## src/rtl/pe_array_ctrl.sv

```systemverilog
// Sequencer for the pe_wrapper systolic array: latches weights, streams N vectors, flushes D cycles, tracks row-valid skew.
// Optional PE_CTRL_ZERO_FILL_EN: stream bubbles feed zero vectors instead of freezing the array.
module pe_array_ctrl #(
    parameter int KERNEL_SIZE   = 3,
    parameter int DATA_WIDTH    = 8,
    parameter int WEIGHT_WIDTH  = 8,
    parameter int VERTICAL_SKEW = 2,
    parameter int ADD_DELAY     = 1,
    parameter int CNT_WIDTH     = 16
) (
    input  logic                                          clk,
    input  logic                                          rst,
    input  logic                                          start,
    input  logic [CNT_WIDTH-1:0]                          cfg_num_vectors,
    input  logic [WEIGHT_WIDTH*KERNEL_SIZE*KERNEL_SIZE-1:0] cfg_weights,
    input  logic                                          in_valid,
    input  logic [DATA_WIDTH*KERNEL_SIZE-1:0]             in_data,
    output logic                                          in_ready,
    output logic                                          pe_en,
    output logic [DATA_WIDTH*KERNEL_SIZE-1:0]             pe_dataIn,
    output logic [WEIGHT_WIDTH*KERNEL_SIZE*KERNEL_SIZE-1:0] pe_weightsIn,
    input  logic                                          pe_done,
    output logic [KERNEL_SIZE-1:0]                        out_row_valid,
    output logic [CNT_WIDTH-1:0]                          out_vec_cnt,
    output logic                                          busy,
    output logic                                          done,
    output logic                                          sync_err
);

    localparam int FLUSH_LEN = VERTICAL_SKEW*(KERNEL_SIZE-1) + ADD_DELAY;
    localparam int FCW       = (FLUSH_LEN > 1) ? $clog2(FLUSH_LEN) : 1;

    typedef enum logic [2:0] {
        S_IDLE,
        S_LOAD,
        S_STREAM,
        S_FLUSH,
        S_DONE
    } state_t;

    state_t                                          r_state;
    state_t                                          w_state_nxt;
    logic [CNT_WIDTH-1:0]                            r_num;
    logic [CNT_WIDTH-1:0]                            r_acc_cnt;
    logic [CNT_WIDTH-1:0]                            r_vec_cnt;
    logic [FCW-1:0]                                  r_flush_cnt;
    logic [FLUSH_LEN-1:0]                            r_tok;
    logic [WEIGHT_WIDTH*KERNEL_SIZE*KERNEL_SIZE-1:0] r_weights;
    logic                                            r_sync_err;
    logic                                            w_start_job;
    logic                                            w_accept;
    logic                                            w_en;
    logic                                            w_tok_in;

    assign w_start_job  = (r_state == S_IDLE) && start;
    assign pe_en        = w_en;
    assign pe_weightsIn = r_weights;
    assign out_vec_cnt  = r_vec_cnt;
    assign sync_err     = r_sync_err;

    always_comb begin
        w_state_nxt = r_state;
        in_ready    = 1'b0;
        w_accept    = 1'b0;
        w_en        = 1'b0;
        w_tok_in    = 1'b0;
        pe_dataIn   = '0;
        busy        = 1'b0;
        done        = 1'b0;
        case (r_state)
            S_IDLE: begin
                if (start) begin
                    w_state_nxt = (cfg_num_vectors != '0) ? S_LOAD : S_DONE;
                end
            end
            S_LOAD: begin
                busy        = 1'b1;
                w_state_nxt = S_STREAM;
            end
            S_STREAM: begin
                busy     = 1'b1;
                in_ready = 1'b1;
                w_accept = in_valid;
                if (in_valid) begin
                    w_en      = 1'b1;
                    w_tok_in  = 1'b1;
                    pe_dataIn = in_data;
                    if (r_acc_cnt == r_num - CNT_WIDTH'(1)) begin
                        w_state_nxt = S_FLUSH;
                    end
                end else begin
`ifdef PE_CTRL_ZERO_FILL_EN
                    w_en = 1'b1;
`else
                    w_en = 1'b0;
`endif
                end
            end
            S_FLUSH: begin
                busy = 1'b1;
                w_en = 1'b1;
                if (r_flush_cnt == FCW'(FLUSH_LEN-1)) begin
                    w_state_nxt = S_DONE;
                end
            end
            S_DONE: begin
                busy        = 1'b1;
                done        = 1'b1;
                w_state_nxt = S_IDLE;
            end
            default: w_state_nxt = S_IDLE;
        endcase
    end

    // Row r sees a vector VERTICAL_SKEW*r+ADD_DELAY enabled cycles after it was fed.
    always_comb begin
        out_row_valid = '0;
        for (int r = 0; r < KERNEL_SIZE; r++) begin
            out_row_valid[r] = r_tok[VERTICAL_SKEW*r + ADD_DELAY - 1];
        end
    end

    always_ff @(posedge clk or posedge rst) begin
        if (rst) begin
            r_state     <= S_IDLE;
            r_num       <= '0;
            r_acc_cnt   <= '0;
            r_vec_cnt   <= '0;
            r_flush_cnt <= '0;
            r_tok       <= '0;
            r_weights   <= '0;
            r_sync_err  <= 1'b0;
        end else begin
            r_state <= w_state_nxt;
            if (w_start_job) begin
                r_acc_cnt  <= '0;
                r_vec_cnt  <= '0;
                r_sync_err <= 1'b0;
                if (cfg_num_vectors != '0) begin
                    r_num     <= cfg_num_vectors;
                    r_weights <= cfg_weights;
                end
            end else begin
                if (w_accept) begin
                    r_acc_cnt <= r_acc_cnt + CNT_WIDTH'(1);
                end
                if (w_en && out_row_valid[KERNEL_SIZE-1]) begin
                    r_vec_cnt <= r_vec_cnt + CNT_WIDTH'(1);
                end
                if (w_en && out_row_valid[0] && !pe_done) begin
                    r_sync_err <= 1'b1;
                end
            end
            if (r_state == S_FLUSH) begin
                r_flush_cnt <= r_flush_cnt + FCW'(1);
            end else begin
                r_flush_cnt <= '0;
            end
            if (w_en) begin
                r_tok[0] <= w_tok_in;
                for (int i = 1; i < FLUSH_LEN; i++) begin
                    r_tok[i] <= r_tok[i-1];
                end
            end
        end
    end

endmodule

```

## config.mk

```make
export PLATFORM = sky130hd
export DESIGN_NAME = pe_array_ctrl
export DESIGN_NICKNAME = d
export VERILOG_FILES = /design/src/rtl/pe_array_ctrl.sv
export SDC_FILE = /design/constraint.sdc
export NUM_CORES = 1
export LEC_CHECK = 0
export CAP_MARGIN = 20
export CORE_MARGIN = 1.5
export CORE_UTILIZATION = 40
export CTS_CLUSTER_DIAMETER = 40
export DETAILED_ROUTE_END_ITERATION = 8
export GPL_TIMING_DRIVEN = 0
export HOLD_SLACK_MARGIN = 0.06
export PLACE_DENSITY = 0.71
export REMOVE_ABC_BUFFERS = 1
export SLEW_MARGIN = 15
export SYNTH_ARGS = -nofsm -noshare
export SYNTH_HDL_FRONTEND = slang
export SYNTH_SLANG_ARGS = --single-unit
```

## constraint.sdc

```tcl
create_clock -name clk -period 9.47 [get_ports clk]
set_clock_uncertainty 0.2 [all_clocks]
set_input_delay 0.947 -clock clk [delete_from_list [all_inputs] [get_ports clk]]
set_output_delay 0.947 -clock clk [all_outputs]
set_load 0.005 [all_outputs]
```

; ---- Word level (Yosys, flattened, before mapping)
; Index checks and enable logic that the tools add are counted.
[totals]
register_bits = 132
latch_bits = 0
ramBits = 0
mem_bits_ro = 0
in_bits = 117
output_inout_bits = 120
word_cells = 57
memories = 0
[op_classes]
n_addsub = 4
multipliers = 0
div = 0
magnitude_cmp = 0
n_eq_ne = 10
shift = 0
mux = 22
n_bitwise = 0
reduce_logical = 13
[ops]
columns = op, count
row1 = $mux 16, 4
row2 = $mux 24, 2
row3 = $add 16x1->16 const B, 2
row4 = $mux 3, 6
row5 = $eq 16x16->1, 1
row6 = $reduce_bool 16->1, 1
row7 = $sub 16x1->16 const B, 1
row8 = $pmux 3 s4, 1
row9 = $mux 1, 8
row10 = $ne 2x2->1 const B, 4
row11 = $eq 3x2->1 const B, 2
row12 = $eq 3x3->1 const B, 2
row13 = $reduce_bool 2->1, 3
row14 = $logic_and 1x1->1, 4
row15 = $reduce_and 4->1, 1
row16 = $reduce_or 4->1, 1
row17 = $add 3x1->3 const B, 1
row18 = $eq 3x1->1 const B, 1
row19 = $logic_not 3->1, 1
row20 = $pmux 1 s2, 1
row21 = $reduce_and 2->1, 1
row22 = $logic_not 1->1, 1

; ---- Longest topological paths before layout
; Gate-level depths: netlist of run 1.
[logic_depth]
word_depth = 6
ltp_mapped = 9
mapped_depth_nobuf = 8

; ---- Worst setup path after synthesis of run 1
; OpenSTA, ideal clock, no wires.
[synth_timing]
kind = input-to-output
startpoint = in in_valid
endpoint = out pe_dataIn[0]
arrival_ns = 1.866
t_required_ns = 8.323
path_slack_ns = 6.457
path_stages = 4
path_buffers = 2
cell_sequence = and4bb_2 -> clkbuf_1 -> clkbuf_1 -> and2_1
[synth_via]
elab_chain_cells = 2
[synth_lines]
columns = item, line_no
row1 = start: declaration, 16  ; input logic in_valid,
row2 = $mux 24, 84  ; if (in_valid) begin
row3 = $mux 24, 70  ; case (r_state)
row4 = end: declaration, 20  ; output logic [DATA_WIDTH*KERNEL_SIZE-1:0] pe_dataIn,
; No other way between the ends.

; ---- Worst setup path in the final report of run 1
[layout_timing]
startpoint = in in_valid
endpoint = out pe_en
[layout_via]
elab_chain_cells = 2
[layout_lines]
columns = item, line_no
row1 = $mux 1, 84
row2 = $pmux 1 s2, 70
row3 = end: declaration, 19  ; output logic pe_en,
; No other way between the ends.

==> metrics.md, run 1 <==
| Metric | Value |
|---|---|
| Outcome | `finished, final reports clean` |
| Switching share of total power | `29.79%` |
| Relative max-transition margin | `42.93%` |
| Reg-to-Reg Start | `r_state[0]` |
| Synth Warn # | `0` |
| Die span in x | `127.6 microns` |
| Nets | `874` |
| CTS tree | `done` |
| Worst R2R Path Depth | `5` |
| CTS root buf | `clkbuf_16` |
| Total track usage | `20.57%` |
| Adder-cell share of the synthesized area | `1.008%` |
| Worst hold path cell count | `1` |
| IO Count | `237` |
| Compound-Gate Fraction of Synth Area | `4.133%` |
| Cell Area, Placed | `8765 sq um` |
| Worst-skew pair later-pin latency | `0.42 ns` |
| Flop pwr share | `35.3%` |
| Clk sinks | `132` |
| Num rows | `45` |
| Post-DP HPWL | `12.11 mm` |
| CP startpoint kind | `primary input` |
| Maximum clock frequency | `248.5 MHz` |
| Clock Pin Slew Worst Setup and Hold Paths | `0.05 ns` |
| Most used cell along the critical path | `clkdlybuf4s50_1` |
| CTS Buffer Depth | `2` |
| GRT overflow | `0` |
| Critical path capture point type | `output pin` |
| Multiplexer share of the synthesized area | `17.18%` |
| Worst Path Arrival | `2.88 ns` |
| Final setup fails | `0` |
| Most numerous cell in the Yosys netlist | `dfrtp_1` |
| Area delta synth->final | `51.45%` |
| R2r setup slk | `6.53 ns` |
| Cell area after synthesis | `6206 sq um` |
| Power Dens Cells | `294.7 nW/um^2` |
| Logic pwr share | `39.5%` |
| Syn Inst Count | `520` |
| WHS | `0.2749 ns` |
| Post-synth top cells | `dfrtp_1 (132), mux2_2 (72), nor2_1 (45)` |
| Worst path bufs/invs | `2` |
| Die H | `127.6 microns` |
| Clk pwr share | `25.2%` |
| Hold endpoint | `r_flush_cnt[0]` |
| Vias in the first global route | `5097` |
| Die Area | `16270 sq um` |
| Crit Path Max Fanout | `33` |
| Unrepaired setup endpoints after global routing | `no` |
| WL final | `16.20 mm` |
| PortBufs | `236` |
| Post-synth ARST share | `100.0%` |
| DR WL/cell | `17.00 microns` |
| Tmin final | `4.024 ns` |
| Post-synth cell types | `56` |
| Setup repair bufs after CTS | `0` |
| GPL Wtd Cong | `0.8205` |
| Post-synthesis simple-gate area fraction | `14.96%` |
| Via count | `4832` |
| Top delay family on crit path | `buffers and inverters` |
| Pint | `1.945 mW` |
| Worst path slowest cell | `and4bb_2` |
| Worst IR Drop VDD | `0.1738 mV` |
| Hold_buf cts | `0` |
| Syn avg cell area | `11.93 sq um` |
| Least-Margin Pin Slew | `0.8524 ns` |
| TritonCTS Buffers | `17` |
| DRT Pass-1 Iters | `5` |
| Antenna Cells | `0` |
| Critical path class | `in -> out` |
| Drt drc | `0` |
| First-pass GRT wire length | `25.85 mm` |
| TNS Setup | `0 ns` |
| Initial antenna violation count | `0` |
| CP required | `8.32 ns` |
| Max Cap Viol | `0` |
| #FFs+latches synth | `132` |
| Post-synth EDFFs | `0` |
| Sw Pwr | `0.8254 mW` |
| Final hold vios | `0` |
| Biggest cell delay along the critical path | `0.60 ns` |
| R2R Path End | `pe_weightsIn[10]` |
| Pins over their slew limit | `0` |
| P_leak | `3.893 nW` |
| XOR/XNOR Fraction of Synth Area | `6.996%` |
| Register area share after synthesis | `53.23%` |
| Share of cells above drive strength 1 | `15.95%` |
| Share of the synthesized area in the top cell type | `53.23%` |
| Largest net degree at the start of global routing | `85` |
| Area leader, netlist | `dfrtp_1` |
| Via density | `5.070` |
| H-tree levels | `4` |
| Period utilization | `42.49%` |
| Crit-path cells | `clkdlybuf4s50_1, and4bb_2, or2_2, clkdlybuf4s50_1` |
| PostCTS Resize Cnt | `0` |
| Largest family of logic cells by synthesized area | `multiplexers` |
| Initial Util | `40.82%` |
| Largest cells by area after synthesis | `dfrtp_1 (53%), mux2_2 (13%), xor2_1 (3.8%)` |
| Final Cell Area | `9399 sq um` |
| Final antenna-violating net count | `0` |
| 1st-iter DRT viols | `146` |
| Main synth FF type | `dfrtp_1` |
| Core Footprint | `15200 sq um` |
| Hold Startpoint | `r_flush_cnt[0]` |
| Worst min path class | `reg -> reg` |
==> routing by layer <==
metal,vias up,GRT usage [%],routed length [microns]
li1,2270,-,-
met3,21,9.841,1562
met5,-,0,0
met4,0,7.687,303
met1,2368,22.43,6098
met2,173,34.79,8232
==> per-stage QoR <==
stage / total power, mW / util (%) / cells / setup slack [ns]
after floorplan: 1.478 / - / 493 / 4.604
after global placement: 2.048 / 57.09 / 917 / 2.435
after detailed placement: 2.079 / 57.65 / 921 / 5.424
after CTS: 2.796 / 61.83 / 953 / 5.422
after global routing: 2.935 / 61.83 / 953 / 5.316
final: 2.770 / 61.83 / 953 / 5.446
==> layout make-up <==
| class | instances | area (sq um) |
|---|---|---|
| clock buffer | 20 | 456.7 |
| timing repair buffer | 240 | 2436 |
| clock inverter | 12 | 177.7 |
| fill | 1218 | 5803 |
| multi-input combinational | 353 | 2755 |
| inverter | 8 | 35.03 |
| tap | 188 | 235.2 |
| sequential | 132 | 3303 |
==> state kept, by name (all words and copies together), names as in the netlist <==
register and flops:
out_vec_cnt 16, r_tok 5, r_state 3, r_num 16, r_flush_cnt 3, pe_weightsIn 72, r_acc_cnt 16, sync_err 1
==> cell families (layout without fill, tap and decap cells) <==
family | after synthesis | count (layout)
xor gates and xnor gates | 48 | 48
muxes | 95 | 95
adders and majority gates | 5 | 5
AOI/OAI and AO/OA | 36 | 36
buffers and inverters | 35 | 280
DFF | 132 | 132
and+or+nand+nor | 169 | 169
==> worst max path at each step <==
stage / cells past startpoint / endpoint / start / slack [ns]
floorplan: 3 / pe_weightsIn[0] / start / 4.60
global placement: 4 / pe_weightsIn[19] / start / 2.43
detailed placement: 4 / pe_en / in_valid / 5.42
CTS: 4 / pe_en / in_valid / 5.42
global route: 4 / pe_en / in_valid / 5.32
finish: 4 / pe_en / in_valid / 5.45
==> layout by cell type, fill, tap and decap left out, types with 8 or more instances in the layout <==
master / netlist / final
clkbuf_16: 0 / 17
nor3_1: 8 / 8
mux2_2: 72 / 72
xor2_1: 27 / 27
nor2_1: 45 / 45
clkdlybuf4s50_1: 0 / 236
and2_1: 28 / 28
dfrtp_1: 132 / 132
nand2_1: 18 / 17
mux2_1: 20 / 20
a21oi_1: 8 / 8
nand3_1: 15 / 15
nor4_1: 10 / 10
xnor2_1: 20 / 20
==> worst register-to-register path, delay by kind of cell (launching register included) <==
family / cells / cell delay, ns
AND/OR/NAND/NOR: 2 / 1.14
flip-flops: 1 / 0.49
multiplexers: 1 / 0.39
buffers and inverters: 2 / 0.58
==> power by group through the flow <==
stage | clock network (mW) | logic, mW | registers (mW)
after floorplan | 0 | 0.519 | 0.959
after global placement | 0 | 1.08 | 0.967
after detailed placement | 0 | 1.10 | 0.982
after CTS | 0.709 | 1.11 | 0.978
after global routing | 0.736 | 1.19 | 1.01
final | 0.698 | 1.09 | 0.979
(Power assumes the default switching activity.)
==> run 2, diff against run 1 <==
--- a/config.mk
+++ b/config.mk
@@ -12,7 +12,7 @@
 export DETAILED_ROUTE_END_ITERATION = 8
 export GPL_TIMING_DRIVEN = 0
 export HOLD_SLACK_MARGIN = 0.06
-export PLACE_DENSITY = 0.71
+export PLACE_DENSITY = 0.74
 export REMOVE_ABC_BUFFERS = 1
 export SLEW_MARGIN = 15
 export SYNTH_ARGS = -nofsm -noshare
==> constraint.sdc (replaced) <==
create_clock -name clk -period 3.65 [get_ports clk]
set_clock_uncertainty 0.2 [all_clocks]
set_input_delay 0.365 -clock clk [delete_from_list [all_inputs] [get_ports clk]]
set_output_delay 0.365 -clock clk [all_outputs]
set_load 0.005 [all_outputs]
==> metrics.md, run 2 (synthesis gave the netlist of run 1 again) <==
| Metric | Value |
|---|---|
| Worst-skew pair later-pin latency | `0.41 ns` |
| WL final | `16.05 mm` |
| Tmin final | `3.024 ns` |
| DRT Pass-1 Iters | `4` |
| CP startpoint kind | `register` |
| Unrepaired setup endpoints after global routing | `no` |
| PortBufs | `236` |
| Outcome | `finished, final reports clean` |
| Biggest cell delay along the critical path | `0.72 ns` |
| Maximum clock frequency | `330.7 MHz` |
| CP required | `3.08 ns` |
| Slack of the critical path | `0.6257 ns` |
| Commonest non-fill, non-tap cell in the layout | `clkdlybuf4s50_1` |
| First-pass GRT wire length | `25.56 mm` |
| GRT overflow | `0` |
| Worst path slowest cell | `and4bb_2` |
| TritonCTS Buffers | `17` |
| Total track usage | `20.25%` |
| CTS Buffer Depth | `2` |
| PostCTS Resize Cnt | `0` |
| Via density | `5.151` |
| Die H | `127.6 microns` |
| Relative max-transition margin | `44.09%` |
| R2r setup slk | `0.71 ns` |
| P_leak | `3.897 nW` |
| Worst slack, placed | `0.3335 ns` |
| Die Area | `16270 sq um` |
| 1st-iter DRT viols | `141` |
| Share of cells above drive strength 1 | `15.82%` |
| Vias in the first global route | `5137` |
| Die span in x | `127.6 microns` |
| Largest net degree at the start of global routing | `86` |
| Worst IR Drop VDD | `0.4515 mV` |
| Placed Instances | `921` |
| Setup repair bufs after CTS | `0` |
| Num rows | `45` |
| Nets | `874` |
| Max Cap Viol | `0` |
| Initial Util | `40.82%` |
| Worst R2R Path Depth | `5` |
| Max FFs per register | `72` |
| Final antenna-violating net count | `0` |
| Crit Path Max Fanout | `33` |
| Pins over their slew limit | `0` |
| Critical path capture point type | `output pin` |
| Clock Pin Slew Worst Setup and Hold Paths | `0.06 ns` |
| Period utilization | `82.86%` |
| Via count | `4909` |
| Most frequent cells in the layout | `clkdlybuf4s50_1 (236), dfrtp_1 (132), mux2_2 (72)` |
| Clk sinks | `132` |
| Worst path bufs/invs | `1` |
| Reg-to-Reg Start | `r_state[0]` |
| Least-Margin Pin Slew | `0.8351 ns` |
| Worst min path class | `in -> async` |
| Drt drc | `0` |
| H-tree levels | `4` |
| Initial antenna violation count | `0` |
| R2R Path End | `pe_weightsIn[1]` |
| Post-DP HPWL | `11.81 mm` |
| Worst Path Arrival | `2.46 ns` |
| Final std cells w/o fill | `953` |
| GPL Wtd Cong | `0.8341` |
| CTS tree | `done` |
| Hold_buf cts | `0` |
| Area delta synth->final | `51.51%` |
| Power Dens Cells | `766.7 nW/um^2` |
| Crit-path cells | `and4bb_2, or2_2, clkdlybuf4s50_1` |
| FILL cells | `1219` |
| Top delay family on crit path | `simple AND/OR/NAND/NOR gates` |
| Critical path class | `reg -> out` |
| Antenna Cells | `0` |
| Core Footprint | `15200 sq um` |
| Final hold vios | `0` |
| IO Count | `237` |
| CTS root buf | `clkbuf_16` |
| DR WL/cell | `16.84 microns` |
| Final setup fails | `0` |
-- run 2: how the worst max path moves through the flow --
stage | start | end | slack (ns) | depth (start not counted)
floorplan | r_state[0] | pe_weightsIn[0] | -0.83 | 3
global placement | start | pe_weightsIn[15] | -2.83 | 4
detailed placement | start | pe_weightsIn[1] | 0.33 | 6
CTS | r_state[2] | pe_en | 0.59 | 3
global route | r_state[2] | pe_en | 0.47 | 3
finish | r_state[2] | pe_en | 0.63 | 3
-- run 2: cell type report --
class                           count  area [sq um]  area share, %
Clock buffer                       21         460.4          4.897
Clock inverter                     11         173.9          1.850
Inverter                            8         35.03         0.3726
Multi-Input combinational cell    353          2755          29.30
Sequential cell                   132          3303          35.13
Tap cell                          188         235.2          2.502
Timing Repair Buffer              240          2440          25.95
-- run 2: where the power goes --
group	internal, mW	leakage, nW	total, mW	switching (mW)
Combinational	1.82	1.97	2.85	1.03
Clock	1.18	0.300	1.82	0.640
Sequential	2.05	1.63	2.54	0.485
-- run 2: per-layer routing --
| layer | vias to the layer above | part of all wire (%) | GRT usage, % | wire [microns] |
|---|---|---|---|---|
| met4 | 0 | 2.6 | 8.957 | 419 |
| li1 | 2276 | - | - | - |
| met2 | 208 | 49 | 34.69 | 7923 |
| met5 | - | 0 | 0 | 0 |
| met3 | 32 | 10 | 8.878 | 1612 |
| met1 | 2393 | 38 | 21.66 | 6088 |
-- run 2: worst register-to-register path: cells and delay by family (launching register included) --
family / cells / cell delay, ns
flops: 1 / 0.50
mux: 1 / 0.41
simple gates: 2 / 1.12
buf+inv: 2 / 0.60
-- run 2: per-stage QoR --
stage	TNS (ns)	power, mW	utilization, %	instance area, sq um	hold WS, ns
after floorplan	-128.08	3.835	-	6081	0.2322
after global placement	-530.39	5.317	57.09	8678	0.2446
after detailed placement	0	5.406	57.68	8768	0.2585
after CTS	0	7.283	61.85	9403	0.1682
after global routing	0	7.633	61.85	9403	0.2055
final	0	7.209	61.85	9403	0.1585
==> run 3, diff against run 2 <==
--- a/config.mk
+++ b/config.mk
@@ -12,7 +12,7 @@
 export DETAILED_ROUTE_END_ITERATION = 8
 export GPL_TIMING_DRIVEN = 0
 export HOLD_SLACK_MARGIN = 0.06
-export PLACE_DENSITY = 0.74
+export PLACE_DENSITY = 0.71
 export REMOVE_ABC_BUFFERS = 1
 export SLEW_MARGIN = 15
 export SYNTH_ARGS = -nofsm -noshare
==> constraint.sdc (replaced) <==
create_clock -name clk -period 2.9 [get_ports clk]
set_clock_uncertainty 0.2 [all_clocks]
set_input_delay 0.29 -clock clk [delete_from_list [all_inputs] [get_ports clk]]
set_output_delay 0.29 -clock clk [all_outputs]
set_load 0.005 [all_outputs]
==> metrics.md, run 3 (synthesis gave the netlist of run 1 again) <==
| Metric | Value |
|---|---|
| IO Count | `237` |
| Worst path slowest cell | `nand2_4` |
| Area delta synth->final | `51.92%` |
| DR WL/cell | `17.24 microns` |
| PortBufs | `236` |
| Via count | `4854` |
| Crit-path cells | `clkdlybuf4s50_1, nor4_1, nand4_1, nand2_4, buf_12, mux2_2` |
| Top delay family on crit path | `simple AND/OR/NAND/NOR gates` |
| Design Power | `9.087 mW` |
| Die Area | `16270 sq um` |
| WHS | `0.07575 ns` |
| GPL Wtd Cong | `0.8205` |
| Total track usage | `20.65%` |
| Crit Path Max Fanout | `46` |
| Die span in x | `127.6 microns` |
| Vias in the first global route | `5093` |
| Pins over their slew limit | `0` |
| Initial Util | `40.82%` |
| Power Dens Cells | `963.9 nW/um^2` |
| Most frequent cells in the layout | `clkdlybuf4s50_1 (236), dfrtp_1 (132), mux2_2 (72)` |
| Commonest non-fill, non-tap cell in the layout | `clkdlybuf4s50_1` |
| Biggest cell delay along the critical path | `0.56 ns` |
| Final hold vios | `0` |
| Clk sinks | `132` |
| Reg-to-Reg Start | `r_num[0]` |
| Hold_buf cts | `0` |
| Initial antenna violation count | `0` |
| Nets | `876` |
| CTS root buf | `clkbuf_16` |
| Outcome | `finished, final reports clean` |
| Antenna Cells | `0` |
| Drt drc | `0` |
| Max FFs per register | `72` |
| Worst min path class | `in -> async` |
| Num rows | `45` |
| Clock Pin Slew Worst Setup and Hold Paths | `0.06 ns` |
| Final setup fails | `0` |
| Share of cells above drive strength 1 | `16.30%` |
| DRT Pass-1 Iters | `5` |
| Maximum clock frequency | `352.9 MHz` |
| R2r setup slk | `0.23 ns` |
| Worst-skew pair later-pin latency | `0.42 ns` |
| H-tree levels | `4` |
| Core Footprint | `15200 sq um` |
| Core Util, Final | `62.02%` |
| Relative max-transition margin | `55.10%` |
| Crit path launch | `cfg_num_vectors[13]` |
| R2R Path End | `r_state[0]` |
| Post-DP HPWL | `12.11 mm` |
| Worst IR Drop VDD | `0.5675 mV` |
| Die H | `127.6 microns` |
| WL final | `16.46 mm` |
| P_leak | `3.903 nW` |
| Tmin final | `2.834 ns` |
| Final antenna-violating net count | `0` |
| Worst R2R Path Depth | `8` |
| 1st-iter DRT viols | `133` |
| Critical path class | `in -> reg` |
| Period utilization | `97.71%` |
| Unrepaired setup endpoints after global routing | `no` |
| Largest net degree at the start of global routing | `85` |
| Worst path bufs/invs | `2` |
| Critical path capture point type | `register` |
| TritonCTS Buffers | `17` |
| GRT overflow | `0` |
| First-pass GRT wire length | `25.94 mm` |
| CP required | `3.00 ns` |
| Max Cap Viol | `0` |
| Via density | `5.083` |
| CTS Buffer Depth | `2` |
| CP startpoint kind | `primary input` |
| CTS tree | `done` |
| Least-Margin Pin Slew | `0.6690 ns` |
| Worst Path Arrival | `2.93 ns` |
==> run 3: cell types whose count changed in the layout (fill, tap and decap cells not counted) <==
cell / before / now
a211oi_1: 3 / 2
a211oi_2: 0 / 1
and4bb_4: 0 / 1
buf_12: 0 / 1
buf_16: 2 / 1
buf_4: 0 / 1
buf_6: 2 / 1
buf_8: 0 / 1
clkbuf_1: 2 / 1
clkinv_2: 1 / 2
clkinvlp_4: 3 / 4
inv_6: 3 / 2
==> run 3: timing repair <==
action | CTS | global route
pin swaps | 1 | 1
endpoints found under the setup margin | 11 | 6
resized for setup | 1 | 1
buffers inserted | 1 | 0
cloned | 0 | 1
==> run 3: layout make-up <==
cell class,count,area [sq um]
clock buffer,20,456.7
clock inverter,12,177.7
fill,1216,5774
inverter,8,35.03
multi-input combinational,354,2776
sequential,132,3303
tap,188,235.2
timing repair buffer,241,2444
==> run 3: worst max path at each step <==
| stage | slack (ns) | cells after the start | end |
|---|---|---|---|
| floorplan | -1.58 | 3 | pe_weightsIn[0] |
| global placement | -3.48 | 4 | pe_weightsIn[19] |
| detailed placement | -0.33 | 6 | pe_weightsIn[26] |
| CTS | 0.05 | 3 | pe_en |
| global route | 0.01 | 6 | r_num[13] |
| finish | 0.07 | 6 | r_num[12] |
==> run 3: metrics by stage <==
step | setup slack, ns | setup TNS [ns] | instances | area [sq um]
2_1_floorplan | -1.584 | -283.18 | 493 | 6081
3_3_place_gp | -3.478 | -674.99 | 917 | 8678
3_5_place_dp | -0.3328 | -15.93 | 921 | 8765
4_1_cts | 0.05065 | 0 | 954 | 9410
5_1_grt | 0.01419 | 0 | 955 | 9428
6_report | 0.06634 | 0 | 955 | 9428
==> run 3: metal layers <==
metal  part of all wire, %  GRT usage (%)  up-vias
met5                     0              0        -
met2                    50          34.88      178
met3                   9.5          9.883       23
met4                   2.0          7.687        0
met1                    38          22.56     2375
li1                      -              -     2278
==> run 3: worst reg2reg max path, delay by kind of cell (launching register included) <==
| kind | cells | cell delay (ns) |
|---|---|---|
| AO/OA/AOI/OAI | 5 | 0.94 |
| AND/OR/NAND/NOR | 1 | 0.61 |
| flip-flops | 1 | 0.43 |
| adder cells (fa/ha/maj) | 1 | 0.28 |
| buffers and inverters | 1 | 0.08 |
==> run 3: report_power, final <==
group | leakage, nW | switching (mW) | total [mW] | internal (mW)
registers | 1.63 | 0.620 | 3.21 | 2.59
logic | 1.97 | 1.30 | 3.60 | 2.30
clock network | 0.299 | 0.801 | 2.28 | 1.48
total | 3.90 | 2.72 | 9.09 | 6.37
